**src/rtl/pulse_generator_multi.sv**
```systemverilog
// pulse_generator_multi
//   CHANNELS independent pulse-train generators sharing clock, reset, a global
//   enable and a global phase-sync strobe. Each channel counts 0..period-1 and
//   drives out high for the first width cycles of every period. In one-shot
//   mode a start strobe runs exactly one period.
//
// Ports
//   clk      : clock, rising edge
//   rst      : asynchronous reset, active low
//   ena      : global enable; low gates all outputs, clears counters, aborts one-shots
//   sync     : restarts every running channel at count 0 and suppresses its wrap
//   ticks    : per-channel period, channel c at [c*N +: N]
//   width    : per-channel high time, same packing
//   oneshot  : per-channel mode (1 one-shot, 0 continuous)
//   start    : per-channel one-shot trigger
//   out      : pulse outputs
//   wrap     : strobe on the last cycle of each period
//   busy     : channel running
module pulse_generator_multi #(
  parameter int N        = 8,
  parameter int CHANNELS = 4
) (
  input  logic                  clk,
  input  logic                  rst,
  input  logic                  ena,
  input  logic                  sync,
  input  logic [CHANNELS*N-1:0] ticks,
  input  logic [CHANNELS*N-1:0] width,
  input  logic [CHANNELS-1:0]   oneshot,
  input  logic [CHANNELS-1:0]   start,
  output logic [CHANNELS-1:0]   out,
  output logic [CHANNELS-1:0]   wrap,
  output logic [CHANNELS-1:0]   busy
);

  localparam logic [N-1:0] ONE = {{(N-1){1'b0}}, 1'b1};

  logic [N-1:0]        cnt_q    [CHANNELS];
  logic [N-1:0]        cnt_d    [CHANNELS];
  logic [N-1:0]        period_q [CHANNELS];
  logic [N-1:0]        period_d [CHANNELS];
  logic [N-1:0]        width_q  [CHANNELS];
  logic [N-1:0]        width_d  [CHANNELS];
  logic [CHANNELS-1:0] mode_q, mode_d;
  logic [CHANNELS-1:0] run_q, run_d;
  logic [CHANNELS-1:0] active;
  logic [CHANNELS-1:0] last;

  always_comb begin
    active = '0;
    last   = '0;
    out    = '0;
    wrap   = '0;
    busy   = '0;
    mode_d = mode_q;
    run_d  = run_q;
    for (int c = 0; c < CHANNELS; c++) begin
      cnt_d[c]    = '0;
      period_d[c] = period_q[c];
      width_d[c]  = width_q[c];

      active[c] = ena & (period_q[c] != '0) & (~mode_q[c] | run_q[c]);
      // active guarantees period_q != 0, so the subtraction never underflows
      last[c]   = active[c] & (cnt_q[c] == period_q[c] - ONE);
      out[c]    = active[c] & (cnt_q[c] < width_q[c]);
      // sync wins over a coincident period end
      wrap[c]   = last[c] & ~sync;
      busy[c]   = active[c];

      if (active[c] && !sync && !wrap[c])
        cnt_d[c] = cnt_q[c] + ONE;

      // Shadows follow the inputs while idle and are refreshed only at a
      // period boundary while running, so a period is never reshaped mid-way.
      if (!active[c] || wrap[c]) begin
        period_d[c] = ticks[c*N +: N];
        width_d[c]  = width[c*N +: N];
        mode_d[c]   = oneshot[c];
      end

      if (!ena)
        run_d[c] = 1'b0;
      else if (run_q[c] && wrap[c])
        run_d[c] = 1'b0;
      else if (!run_q[c] && start[c] && mode_q[c] && (period_q[c] != '0))
        run_d[c] = 1'b1;
    end
  end

  always_ff @(posedge clk or negedge rst) begin
    if (!rst) begin
      for (int c = 0; c < CHANNELS; c++) begin
        cnt_q[c]    <= '0;
        period_q[c] <= '0;
        width_q[c]  <= '0;
      end
      mode_q <= '0;
      run_q  <= '0;
    end else begin
      for (int c = 0; c < CHANNELS; c++) begin
        cnt_q[c]    <= cnt_d[c];
        period_q[c] <= period_d[c];
        width_q[c]  <= width_d[c];
      end
      mode_q <= mode_d;
      run_q  <= run_d;
    end
  end

endmodule

```
**config.mk**
```make
export PLATFORM = sky130hd
export DESIGN_NAME = pulse_generator_multi
export DESIGN_NICKNAME = d
export VERILOG_FILES = /design/src/rtl/pulse_generator_multi.sv
export SDC_FILE = /design/constraint.sdc
export NUM_CORES = 1
export LEC_CHECK = 0
export ABC_CLOCK_PERIOD_IN_PS = 3700
export BUFFER_PORTS_ARGS = -buffer_cell sky130_fd_sc_hd__buf_4
export CAP_MARGIN = 20
export CELL_PAD_IN_SITES_DETAIL_PLACEMENT = 0
export CELL_PAD_IN_SITES_GLOBAL_PLACEMENT = 1
export CORE_MARGIN = 1
export CORE_UTILIZATION = 35
export CTS_BUF_LIST = sky130_fd_sc_hd__clkbuf_8
export CTS_CLUSTER_DIAMETER = 60
export DETAILED_ROUTE_END_ITERATION = 16
export PLACE_DENSITY_LB_ADDON = 0.08
export SLEW_MARGIN = 20
export SYNTH_ARGS = -nofsm -noshare
export SYNTH_HDL_FRONTEND = slang
export SYNTH_SLANG_ARGS = --single-unit
```
**constraint.sdc**
```tcl
create_clock -name clk -period 3.7 [get_ports clk]
set_input_delay 0.74 -clock clk [delete_from_list [all_inputs] [get_ports clk]]
set_output_delay 0.74 -clock clk [all_outputs]
set_load 0.05 [all_outputs]
```
== Yosys cells after proc, flatten, opt, wreduce, memory -nomap -nowiden ==
Index checks and enable logic that the tools add are counted.
Storage, ports and cells
  word-level logic and storage cells: 130
  bits in registers: 104
  output and inout bits: 12
  bits of input ports: 76
Cells by class
  reduce and logical (&&, ||, !) cells: 45
  bitwise operators: 29
  equality and inequality tests: 8
  muxes and demuxes: 16
  $lt $le $gt $ge: 4
  add/sub/neg operators: 8
Operator list (number)
  $add 8x1->8 const B: 4
  $eq 8x8->1: 4
  $lt 8x8->1: 4
  $mux 8: 4
  $reduce_bool 8->1: 4
  $sub 8x1->8 const B: 4
  $logic_and 1x1->1: 24
  $and 1x1->1: 20
  $logic_not 1->1: 13
  $mux 1: 12
  $ne 3x1->1 const B: 4
  $not 1->1: 5
  $logic_or 1x1->1: 4
  $or 1x1->1: 4

== Logic depth before layout (Yosys ltp) ==
Gate-level depths: netlist of the first run.
  depth after elaboration: 8
  mapped depth: 9
  depth with buffers taken out: 7

== Worst setup path before layout of the first run ==
Ideal clock, no wire load.
  kind: register to output
  start: register period_q[16] (netlist name)
  end: output port wrap[1]
  path buffers: 1
  required time: 2.960 ns
  slack: 0.527 ns
  arrival: 2.433 ns
  stages on the path, launching flop included: 7
  cells stage by stage: dfrtp_1 inv_1 ha_1 nor3b_1 a211oi_2 clkbuf_1 and2_1
Between the ends
  longest elaborated chain between the ends: 5
  elaborated cells on any way between the ends: 7
  those cells by class: add/sub: 1; eq/ne: 1; bitwise: 4; reduce/logical: 1
RTL lines
  from (decl): RTL line 40  | logic [N-1:0] period_q [CHANNELS];
  from (signal, indexed assignment): RTL line 102  | period_q[c] <= period_d[c];
  $reduce_bool 8->1: RTL line 62  | active[c] = ena & (period_q[c] != '0) & (~mode_q[c] | run_q[c]);
  $and 1x1->1 (2 in series): RTL line 62
  net busy[1]: RTL line 33  | output logic [CHANNELS-1:0] busy
  $and 1x1->1: RTL line 64  | last[c] = active[c] & (cnt_q[c] == period_q[c] - ONE);
  $and 1x1->1: RTL line 67  | wrap[c] = last[c] & ~sync;
  to (decl): RTL line 32  | output logic [CHANNELS-1:0] wrap,
The timed path passes the listed nets, and every way through them passes these cells.

== Final worst setup path of the first run ==
  start: register period_q[16] (netlist name)
  end: output port wrap[1]
Between the ends
  longest elaborated chain between the ends: 5
  elaborated cells on any way between the ends: 7
  those cells by class: add/sub: 1; eq/ne: 1; bitwise: 4; reduce/logical: 1
RTL lines (RTL line)
  branches (longest 3 deep; another with $sub 8x1->8)
  $and 1x1->1 *: 64
  $and 1x1->1 *: 67
Every way passes the cells marked *.

==> out/results.ini, run 1 <==
[global_route]
wire_length_of_the_first_global_routing_pass_microns = 25400
grt_start_max_net_pins = 66
overflow = 0
grt_usage_pct = 17.4
grt_pass1_vias = 4983
grt_antenna_before_repair = 0

[floorplanning]
ios = 88
fp-row-count = 49
initial_core_util_pct = 35.8
die_w_microns = 138
core_area_sq_um = 18000
die-height_microns = 138
die-area_sq_um = 19000

[clocking]
cts_tree = built
clkLatencyLatePin_ns = 0.39
cts.root.buffer_cell = sky130_fd_sc_hd__clkbuf_8
cts_repair_resize_count = 1
cts_hold_buf = 0
cts_inserted_buffers = 9
clock_sinks = 104
clkSlewWorstSetupHoldPaths_ns = 0.11
htreeDepth = 3
cts_setup_buffers = 0
cts.path.max_buffers = 2

[drt]
drtAntennaViolNets = 0
initialDrtViolationCount = 219
total_via_count_in_the_routed_design = 4790
totalWireLength_microns = 15500
post-route-drc-count = 0
viasPerCell = 5.17
routed_wire_length_per_instance_microns = 16.7
drt_pass1_iterations = 4

[yosys]
avgSynthCellArea_sq_um = 10.5
synthCells = 613
synth_top_area_cell = sky130_fd_sc_hd__dfrtp_1
synth-edff-count = 0
syn-num-nets = 729
synthesis.yosys.warnings = 0
yosysMostFrequentCell = sky130_fd_sc_hd__dfrtp_1
synth_top_area_share_pct = 40.4
ys_async_sr_fraction_pct = 100
sequential_area_share_after_synthesis_pct = 40.4
post_synthesis_instance_area_sq_um = 6440
ys.flop_type = sky130_fd_sc_hd__dfrtp_1
post_synth_main_area_contributors = sky130_fd_sc_hd__dfrtp_1 40%, sky130_fd_sc_hd__ha_1 7.8%, sky130_fd_sc_hd__xnor2_1 4.8%
synth_commonest_cells = 104 x sky130_fd_sc_hd__dfrtp_1, 42 x sky130_fd_sc_hd__inv_1, 41 x sky130_fd_sc_hd__nand2_1, 40 x sky130_fd_sc_hd__ha_1, 36 x sky130_fd_sc_hd__o21ai_0
postSynthRegisterBits = 104
synthDistinctLibCells = 59

[layout]
syn2layout_area_growth_pct = 15.9
utilization_pct = 41.5
post_route_cells_drive_above_1_share_pct = 24.8
layout.nets = 809
diodes = 0
num-fill-cells = 1772

[timing]
fin_crit_sh_pct = 91.4
maximum_clock_frequency_mhz = 296
finalMaxSlewViolations = 0
finalClockSkew_ns = 0.00842
timing.final.ws_setup_ns = 0.317
setup-tns-final_ns = 0
rsz_0062_raised_after_global_routing = false
final.min_clock_period_ns = 3.38
maxSlewHeadroom_pct = 32.8
worst_pin_slew_ns = 0.993
report.final.setup_viol = 0
timing_hold_violations_final = 0

[setup_path]
worstPathCellList = inv_1 > ha_1 > o21a_1 > o31ai_4 > o2111a_1 > and2_1 > buf_4
cp.arrival_ns = 2.64
timing.critical_path.to_type = primary output
worst-setup-path-type = flop to primary output
timing.critical_path.from_type = flop
cp_data_required_time_ns = 2.96
timing.critical_path.slowest_cell_delay_ns = 0.53
timing.critical_path.slowest_stage_cell = sky130_fd_sc_hd__o31ai_4
timing.critical_path.fanout_max = 18

[placed_design]
portBuffers = 87
post-place-ws_ns = 0.409
globalplace.congestion = 0.794
place.detailed.hpwl_microns = 11200

[job]
cap_viol_max_count = 0

[min_path]
hold_path.class = primary input to async pin

[power]
fin_total_pwr_w = 0.00396
power-per-cell-area_nw_per_um2 = 531
power.leakage_nw = 3.46
vdd_ir_drop_max_v = 0.000232

[status]
outcome = completed

==> placed cells by master (no fill, tap or decap), drive strengths merged, types with 6 or more instances in the layout <==
cell | netlist | routed
o22ai | 25 | 25
nor2 | 15 | 15
o211a | 7 | 7
nor3 | 28 | 28
a31oi | 8 | 8
xnor2 | 37 | 37
a21oi | 9 | 9
clkbuf | 10 | 9
buf | 16 | 95
and3 | 13 | 13
o32ai | 9 | 9
dfrtp | 104 | 104
nand2b | 11 | 11
a21o | 13 | 13
nor4 | 12 | 12
mux2 | 35 | 35
ha | 40 | 40
xor2 | 28 | 28
nor3b | 6 | 6
a211oi | 6 | 6
nand3 | 16 | 16
inv | 43 | 46
nand2 | 41 | 41
o21ai | 36 | 36
==> routing by layer <==
metal	share of wire (%)	vias to the layer above	wire, microns	track usage (%)
met5	0	-	0	0
met4	1.0	0	157	4.95
met3	3.9	10	608	3.86
met2	48	75	7400	29.1
met1	47	2338	7310	22.5
li1	-	2367	-	-
==> stage by stage <==
step	hold slack, ns	cell area [sq um]	cells
6_report	0.476	7470	927
4_1_cts	0.489	7470	927
3_3_place_gp	0.470	7290	911
5_1_grt	0.526	7470	927
3_5_place_dp	0.480	7290	911
2_1_floorplan	0.444	6440	613
==> kinds of logic (layout without fill, tap and decap cells) <==
kind of cell,after synthesis,after routing,share of synthesized area [%]
AO/OA/AOI/OAI,134,134,15.7
XOR/XNOR,65,65,9.24
adder cells (fa/ha/maj),40,40,7.77
buffers and inverters,69,154,5.24
flip-flops,104,104,40.4
multiplexers,35,35,7.28
AND/OR/NAND/NOR,166,166,14.4
==> critical path, delay by kind of cell (launching register included) <==
kind | cells | cell delay, ns
AND/OR/NAND/NOR | 1 | 0.14
adder cells (fa/ha/maj) | 1 | 0.31
AO/OA/AOI/OAI | 3 | 1.06
buffers and inverters | 2 | 0.31
flip-flops | 1 | 0.43
==> registers in the layout, indices dropped and copies added, names as in the netlist <==
register / count
width_q: 32
mode_q: 4
run_q: 4
period_q: 32
cnt_q: 32
==> cell type report <==
| cell class | instances | area (sq um) | area share, % |
|---|---|---|---|
| Tap cell | 229 | 287 | 3.83 |
| Clock buffer | 9 | 124 | 1.66 |
| Timing Repair Buffer | 95 | 726 | 9.71 |
| Clock inverter | 7 | 53.8 | 0.720 |
| Multi-Input combinational cell | 440 | 3520 | 47.1 |
| Sequential cell | 104 | 2600 | 34.8 |
| Inverter | 43 | 161 | 2.16 |
==> path summary, 6_finish.rpt <==
path | start | endpoint | slack (ns) | cells after the start
worst max register to register | period_q[24] | mode_q[0] | 1.05 | 6
worst min register to register | run_q[3] | run_q[3] | 0.50 | 1
worst min-delay path | rst | width_q[29] | 0.48 | 1
max in group asynchronous | rst | cnt_q[31] | 2.50 | 2
worst max-delay path | period_q[16] | wrap[1] | 0.32 | 7
min in group clk | run_q[3] | run_q[3] | 0.50 | 1
==> power by group <==
group	internal [W]	switching, W	leakage (nW)
registers	0.00138	0.000258	1.32
clock network	0.000253	0.000441	0.0944
logic	0.000717	0.000920	2.05
total	0.00235	0.00162	3.46
(Power assumes the default switching activity.)
==> run 2, diff against run 1 <==
--- a/config.mk
+++ b/config.mk
@@ -5,6 +5,7 @@
 export SDC_FILE = /design/constraint.sdc
 export NUM_CORES = 1
 export LEC_CHECK = 0
+export ABC_AREA = 1
 export ABC_CLOCK_PERIOD_IN_PS = 3700
 export BUFFER_PORTS_ARGS = -buffer_cell sky130_fd_sc_hd__buf_4
 export CAP_MARGIN = 20
@@ -15,6 +16,7 @@
 export CTS_BUF_LIST = sky130_fd_sc_hd__clkbuf_8
 export CTS_CLUSTER_DIAMETER = 60
 export DETAILED_ROUTE_END_ITERATION = 16
+export GPL_TIMING_DRIVEN = 0
 export PLACE_DENSITY_LB_ADDON = 0.08
 export SLEW_MARGIN = 20
 export SYNTH_ARGS = -nofsm -noshare
==> out/results.ini, run 2 <==
[status]
outcome = finished with violations
violations_in_the_final_reports = DRC

[timing]
timing_hold_violations_final = 0  ; unchanged
maximum_clock_frequency_mhz = 317  ; +7.1%
final.min_clock_period_ns = 3.16  ; -0.224 ns
report.final.setup_viol = 0  ; unchanged
fin_crit_sh_pct = 85.4  ; -6.1 points
finalClockSkew_ns = 0.0165  ; +0.00806 ns
setup-tns-final_ns = 0  ; unchanged
hold-worst-slack_ns = 0.283  ; -0.193 ns
rsz_0062_raised_after_global_routing = false
maxSlewHeadroom_pct = 67.6  ; +35 points
finalMaxSlewViolations = 0  ; unchanged
worst_pin_slew_ns = 0.486  ; -0.507 ns

[floorplanning]
die_w_microns = 139  ; +0.68%
ios = 88  ; unchanged
die-height_microns = 139  ; +0.68%
initial_core_util_pct = 36.0  ; +0.25 points
die-area_sq_um = 19200  ; +1.4%
core_area_sq_um = 18100  ; +0.68%
fp-row-count = 49  ; unchanged

[power]
power.leakage_nw = 4.13  ; +19%
vdd_ir_drop_max_v = 0.000147  ; -36%
power-per-cell-area_nw_per_um2 = 382  ; -28%

[layout]
num-fill-cells = 1966  ; +11%
final_cell_area_sq_um = 7710  ; +3.1%
utilization_pct = 42.5  ; +1.0 points
diodes = 0  ; unchanged
layout_top_registers = cnt_q: 32 flops, period_q: 32 flops, width_q: 32 flops
final_cell_count_no_fill = 1215  ; +31%
most_frequent_cells_in_the_layout = 269 x sky130_fd_sc_hd__nand2_1, 107 x sky130_fd_sc_hd__inv_1, 107 x sky130_fd_sc_hd__nor2_1
syn2layout_area_growth_pct = 17.9
post_route_cells_drive_above_1_share_pct = 15.5  ; -9.3 points
layout.nets = 1097  ; +36%
mostFrequentLayoutCell = sky130_fd_sc_hd__nand2_1

[yosys]
syn-num-nets = 998  ; +37%
ys.flop_type = sky130_fd_sc_hd__dfrtp_1
synthDistinctLibCells = 29  ; -51%
synthesis.yosys.warnings = 0  ; unchanged
synthCells = 882  ; +44%
postSynthRegisterBits = 104  ; unchanged
post_synth_main_area_contributors = sky130_fd_sc_hd__dfrtp_1 40%, sky130_fd_sc_hd__nand2_1 15%, sky130_fd_sc_hd__nand3_1 7.9%
synth_commonest_cells = 269 x sky130_fd_sc_hd__nand2_1, 107 x sky130_fd_sc_hd__inv_1, 107 x sky130_fd_sc_hd__nor2_1, 104 x sky130_fd_sc_hd__dfrtp_1, 103 x sky130_fd_sc_hd__nand3_1
yosysMostFrequentCell = sky130_fd_sc_hd__nand2_1
synth_top_area_share_pct = 39.8  ; -0.55 points
synth_top_area_cell = sky130_fd_sc_hd__dfrtp_1
avgSynthCellArea_sq_um = 7.41  ; -30%
synth-edff-count = 0  ; unchanged
post_synthesis_instance_area_sq_um = 6530  ; +1.4%
ys_async_sr_fraction_pct = 100  ; unchanged
sequential_area_share_after_synthesis_pct = 39.8  ; -0.55 points

[setup_path]
crit-reg2reg-launch = period_q[16]
worst-setup-path-type = flop to primary output
timing.critical_path.fanout_max = 10  ; -8
timing.critical_path.from_type = flop
cp.arrival_ns = 2.42  ; -0.22 ns
timing.rr.end = period_q[20]
timing.critical_path.to_type = primary output
worst_r2r_path_depth = 13  ; +7
regToRegSetupSlack_ns = 1.54  ; +0.49 ns
cp_data_required_time_ns = 2.96  ; about the same

[min_path]
hold_path.class = primary input to async pin

[job]
cap_viol_max_count = 0  ; unchanged

[clocking]
cts.root.buffer_cell = sky130_fd_sc_hd__clkbuf_8
cts_tree = built
clkLatencyLatePin_ns = 0.39  ; about the same
cts_setup_buffers = 0  ; unchanged
clkSlewWorstSetupHoldPaths_ns = 0.10  ; about the same
clock_sinks = 104  ; unchanged
cts.path.max_buffers = 2  ; unchanged
cts_hold_buf = 0  ; unchanged
htreeDepth = 3  ; unchanged
cts_repair_resize_count = 0  ; -1
cts_inserted_buffers = 9  ; unchanged

[global_route]
overflow = 0  ; unchanged
grt_usage_pct = 17.2  ; -0.27 points
grt_start_max_net_pins = 58  ; -12%
grt_antenna_before_repair = 0  ; unchanged
grt_pass1_vias = 5487  ; +10%
wire_length_of_the_first_global_routing_pass_microns = 26600  ; +4.9%

[drt]
viasPerCell = 4.57  ; -12%
drtAntennaViolNets = 0  ; unchanged
post-route-drc-count = 2  ; +2
initialDrtViolationCount = 244  ; +11%
totalWireLength_microns = 15400  ; -0.67%
drt_pass1_iterations = 10  ; +6
routed_wire_length_per_instance_microns = 12.6  ; -24%
total_via_count_in_the_routed_design = 5551  ; +16%

[placed_design]
place.detailed.hpwl_microns = 11700  ; +4.1%
place.detailed.instances = 1199  ; +32%
globalplace.congestion = 0.737  ; -7.3%
portBuffers = 87  ; unchanged
post_dp_cell_area_sq_um = 7500  ; +3.0%

-- run 2: worst max path at each step --
stage                      startpoint       to  slack [ns]  cells past startpoint
after global routing      period_q[0]  wrap[3]        0.28                     11
after floorplan                   ena   out[0]        0.72                      4
after global placement           sync  wrap[3]        0.68                     12
after detailed placement         sync  wrap[3]        0.66                     12
final                     period_q[0]  wrap[3]        0.54                     11
after CTS                 period_q[0]  wrap[3]        0.45                     11
-- run 2: logic make-up after synthesis --
logic type                 count (synthesis)  share of synthesized area (%)
DFF                                      104                           39.8
xor gates and xnor gates                  47                           6.30
buffers and inverters                    132                           8.71
and+or+nand+nor                          519                           34.1
adders and majority gates                 40                           7.66
AOI/OAI and AO/OA                         40                           3.41
-- run 2: power breakdown --
group	total [W]	internal (W)	switching [W]	leakage, nW
logic	0.000805	0.000327	0.000479	2.72
clock network	0.000755	0.000321	0.000434	0.101
registers	0.00138	0.00126	0.000125	1.31
total	0.00294	0.00191	0.00104	4.13
-- run 2: final cells by class --
class	count	area [sq um]	area share (%)
plain buffers	20	149	1.93
clock buffers	9	124	1.61
clock inverters	7	77.6	1.01
inverters	112	420	5.46
multi-input cells	646	3360	43.6
flip-flops and latches	104	2600	33.8
well taps	229	287	3.72
repair buffers	88	684	8.88
-- run 2: per-stage QoR --
step | worst slack, ns | power (W)
after floorplan | 0.718 | 0.00196
after global placement | 0.681 | 0.00222
after detailed placement | 0.665 | 0.00223
after CTS | 0.452 | 0.00300
after global routing | 0.280 | 0.00319
final | 0.541 | 0.00294
-- run 2: per-layer routing --
metal  vias up  global-route usage (%)  part of all wire, %
met3        10                    3.42                  2.8
met1      2530                    23.1                   50
met4         0                    3.33                 0.81
met2        58                    28.6                   47
met5         -                       0                    0
li1       2953                       -                    -
-- run 2: worst max-delay path, cell delays in order, from the launching register on --
cell	delay, ns
sky130_fd_sc_hd__dfrtp_1	0.43
sky130_fd_sc_hd__inv_1	0.11
sky130_fd_sc_hd__ha_1	0.32
sky130_fd_sc_hd__xor2_1	0.16
sky130_fd_sc_hd__nand2_1	0.07
sky130_fd_sc_hd__nor2_1	0.10
sky130_fd_sc_hd__nand2_1	0.09
sky130_fd_sc_hd__nor2_1	0.12
sky130_fd_sc_hd__nand3_2	0.11
sky130_fd_sc_hd__clkbuf_1	0.25
sky130_fd_sc_hd__inv_1	0.10
sky130_fd_sc_hd__buf_4	0.19
==> run 3, diff against run 2 <==
--- a/config.mk
+++ b/config.mk
@@ -17,6 +17,7 @@
 export CTS_CLUSTER_DIAMETER = 60
 export DETAILED_ROUTE_END_ITERATION = 16
 export GPL_TIMING_DRIVEN = 0
+export MAX_ROUTING_LAYER = met4
 export PLACE_DENSITY_LB_ADDON = 0.08
 export SLEW_MARGIN = 20
 export SYNTH_ARGS = -nofsm -noshare
==> out/results.ini, run 3 (synthesis gave the netlist of run 2 again) <==
[clocking]
cts.path.max_buffers = 2  ; unchanged
cts_setup_buffers = 0  ; unchanged
cts_tree = built
clkLatencyLatePin_ns = 0.39  ; about the same
cts_inserted_buffers = 9  ; unchanged
clock_sinks = 104  ; unchanged
clkSlewWorstSetupHoldPaths_ns = 0.10  ; about the same
cts_repair_resize_count = 0  ; unchanged
htreeDepth = 3  ; unchanged
cts_hold_buf = 0  ; unchanged
cts.root.buffer_cell = sky130_fd_sc_hd__clkbuf_8

[setup_path]
worstPathCellList = inv_1 > ha_1 > xor2_1 > nand2_1 > nor2_1 > nand2_1 > nor2_1 > nand3_2 > clkbuf_1 > inv_1 > buf_4
worst-path-buf-inv = 4  ; unchanged
timing.critical_path.from_type = flop
timing.critical_path.slowest_stage_cell = sky130_fd_sc_hd__dfrtp_1
timing.critical_path.slowest_cell_delay_ns = 0.43  ; about the same
cp_data_required_time_ns = 2.96  ; about the same
critical-path-top-delay-family = buffers and inverters
worst-setup-path-type = flop to primary output
timing.critical_path.fanout_max = 10  ; unchanged
cp.arrival_ns = 2.42  ; about the same
timing.critical_path.to_type = primary output

[timing]
maxSlewHeadroom_pct = 67.4  ; -0.16 points
worst_pin_slew_ns = 0.489  ; +0.00240 ns
fin_crit_sh_pct = 85.3  ; about the same
maximum_clock_frequency_mhz = 317  ; about the same
finalMaxSlewViolations = 0  ; unchanged
setup-tns-final_ns = 0  ; unchanged
final.min_clock_period_ns = 3.16  ; -0.00114 ns
report.final.setup_viol = 0  ; unchanged
rsz_0062_raised_after_global_routing = false
finalClockSkew_ns = 0.0164  ; -0.0000862 ns
timing_hold_violations_final = 0  ; unchanged

[floorplanning]
core_area_sq_um = 18100  ; unchanged
initial_core_util_pct = 36.0  ; unchanged
die-area_sq_um = 19200  ; unchanged
die-height_microns = 139  ; unchanged
die_w_microns = 139  ; unchanged
fp-row-count = 49  ; unchanged
ios = 88  ; unchanged

[global_route]
global_route.usage.met1_pct = 23.3  ; +0.20 points
use_met3_pct = 3.28  ; -0.14 points
grt.busiest_layer = met2
grt_antenna_before_repair = 0  ; unchanged
grt_usage_pct = 17.7  ; +0.55 points
grt_pass1_vias = 5481  ; -0.11%
wire_length_of_the_first_global_routing_pass_microns = 26600  ; +0.13%
overflow = 0  ; unchanged
grt_start_max_net_pins = 58  ; unchanged
groute.layer.met2.usage_pct = 28.6  ; -0.053 points

[layout]
most_frequent_cells_in_the_layout = 269 x sky130_fd_sc_hd__nand2_1, 107 x sky130_fd_sc_hd__inv_1, 107 x sky130_fd_sc_hd__nor2_1
mostFrequentLayoutCell = sky130_fd_sc_hd__nand2_1
syn2layout_area_growth_pct = 17.9  ; unchanged
layout.nets = 1097  ; unchanged
diodes = 0  ; unchanged
layout_top_registers = cnt_q: 32 flops, period_q: 32 flops, width_q: 32 flops
post_route_cells_drive_above_1_share_pct = 15.5  ; unchanged
utilization_pct = 42.5  ; unchanged

[placed_design]
portBuffers = 87  ; unchanged
place.detailed.hpwl_microns = 11700  ; unchanged
globalplace.congestion = 0.746  ; +1.2%

[job]
cap_viol_max_count = 0  ; unchanged

[drt]
drtAntennaViolNets = 0  ; unchanged
viasPerCell = 4.56  ; -0.14%
routed_wire_length_per_instance_microns = 12.6  ; -0.11%
drt_pass1_iterations = 10  ; unchanged
post-route-drc-count = 2  ; unchanged
total_via_count_in_the_routed_design = 5543  ; -0.14%
totalWireLength_microns = 15400  ; -0.11%
initialDrtViolationCount = 261  ; +7.0%

[status]
outcome = finished with violations
violations_in_the_final_reports = DRC

[power]
power-per-cell-area_nw_per_um2 = 382  ; about the same
power.leakage_nw = 4.13  ; unchanged
comb_power_share_pct = 27.4  ; about the same
clkPwrFrac_pct = 25.6  ; about the same
swShare_pct = 35.2  ; about the same
seq_power_share_pct = 47.0  ; about the same
vdd_ir_drop_max_v = 0.000147  ; about the same
net-switching-power_w = 0.00104  ; about the same
internal-power_w = 0.00191  ; about the same

[min_path]
hold_path.class = primary input to async pin

run 3: cell counts in the layout (fill, tap and decap cells not counted):
Identical to the previous run, type by type.
run 3: area by class of cell:
class                           count  area (sq um)
Tap cell                          229           287
Timing Repair Buffer               88           684
Clock buffer                        9           124
Clock inverter                      7          77.6
Inverter                          112           420
Buffer                             20           149
Multi-Input combinational cell    646          3360
Sequential cell                   104          2600
Fill cell                        1966         10400
run 3: through the flow:
step | std cells | setup WS [ns] | power (W) | hold WS [ns] | cell area [sq um]
2_1_floorplan | 882 | 0.718 | 0.00196 | 0.444 | 6530
3_3_place_gp | 1198 | 0.681 | 0.00222 | 0.488 | 7470
3_5_place_dp | 1199 | 0.665 | 0.00223 | 0.494 | 7500
4_1_cts | 1215 | 0.452 | 0.00300 | 0.282 | 7710
5_1_grt | 1215 | 0.280 | 0.00319 | 0.298 | 7710
6_report | 1215 | 0.542 | 0.00294 | 0.287 | 7710
run 3: layer usage:
| layer | vias up | part of all wire [%] | wire length, microns |
|---|---|---|---|
| met5 | - | 0 | 0 |
| met4 | 0 | 0.50 | 76 |
| met3 | 6 | 2.7 | 407 |
| met2 | 69 | 47 | 7240 |
| met1 | 2516 | 50 | 7630 |
| li1 | 2952 | - | - |
run 3: power groups by stage:
stage,clock network [W],registers (W),logic [W]
final,0.000754,0.00138,0.000806
after global routing,0.000839,0.00141,0.000943
after floorplan,0,0.00137,0.000589
after CTS,0.000792,0.00139,0.000822
after global placement,0,0.00141,0.000814
after detailed placement,0,0.00141,0.000819
run 3: path summary, 6_finish.rpt:
path | from | end | slack, ns | cells past startpoint
setup / recovery | period_q[0] | wrap[3] | 0.54 | 11
hold reg to reg | cnt_q[16] | cnt_q[16] | 0.50 | 1
max in group asynchronous | rst | cnt_q[6] | 2.77 | 2
setup reg to reg | period_q[16] | period_q[20] | 1.54 | 13
min in group clk | cnt_q[16] | cnt_q[16] | 0.50 | 1
hold / removal | rst | period_q[27] | 0.29 | 1
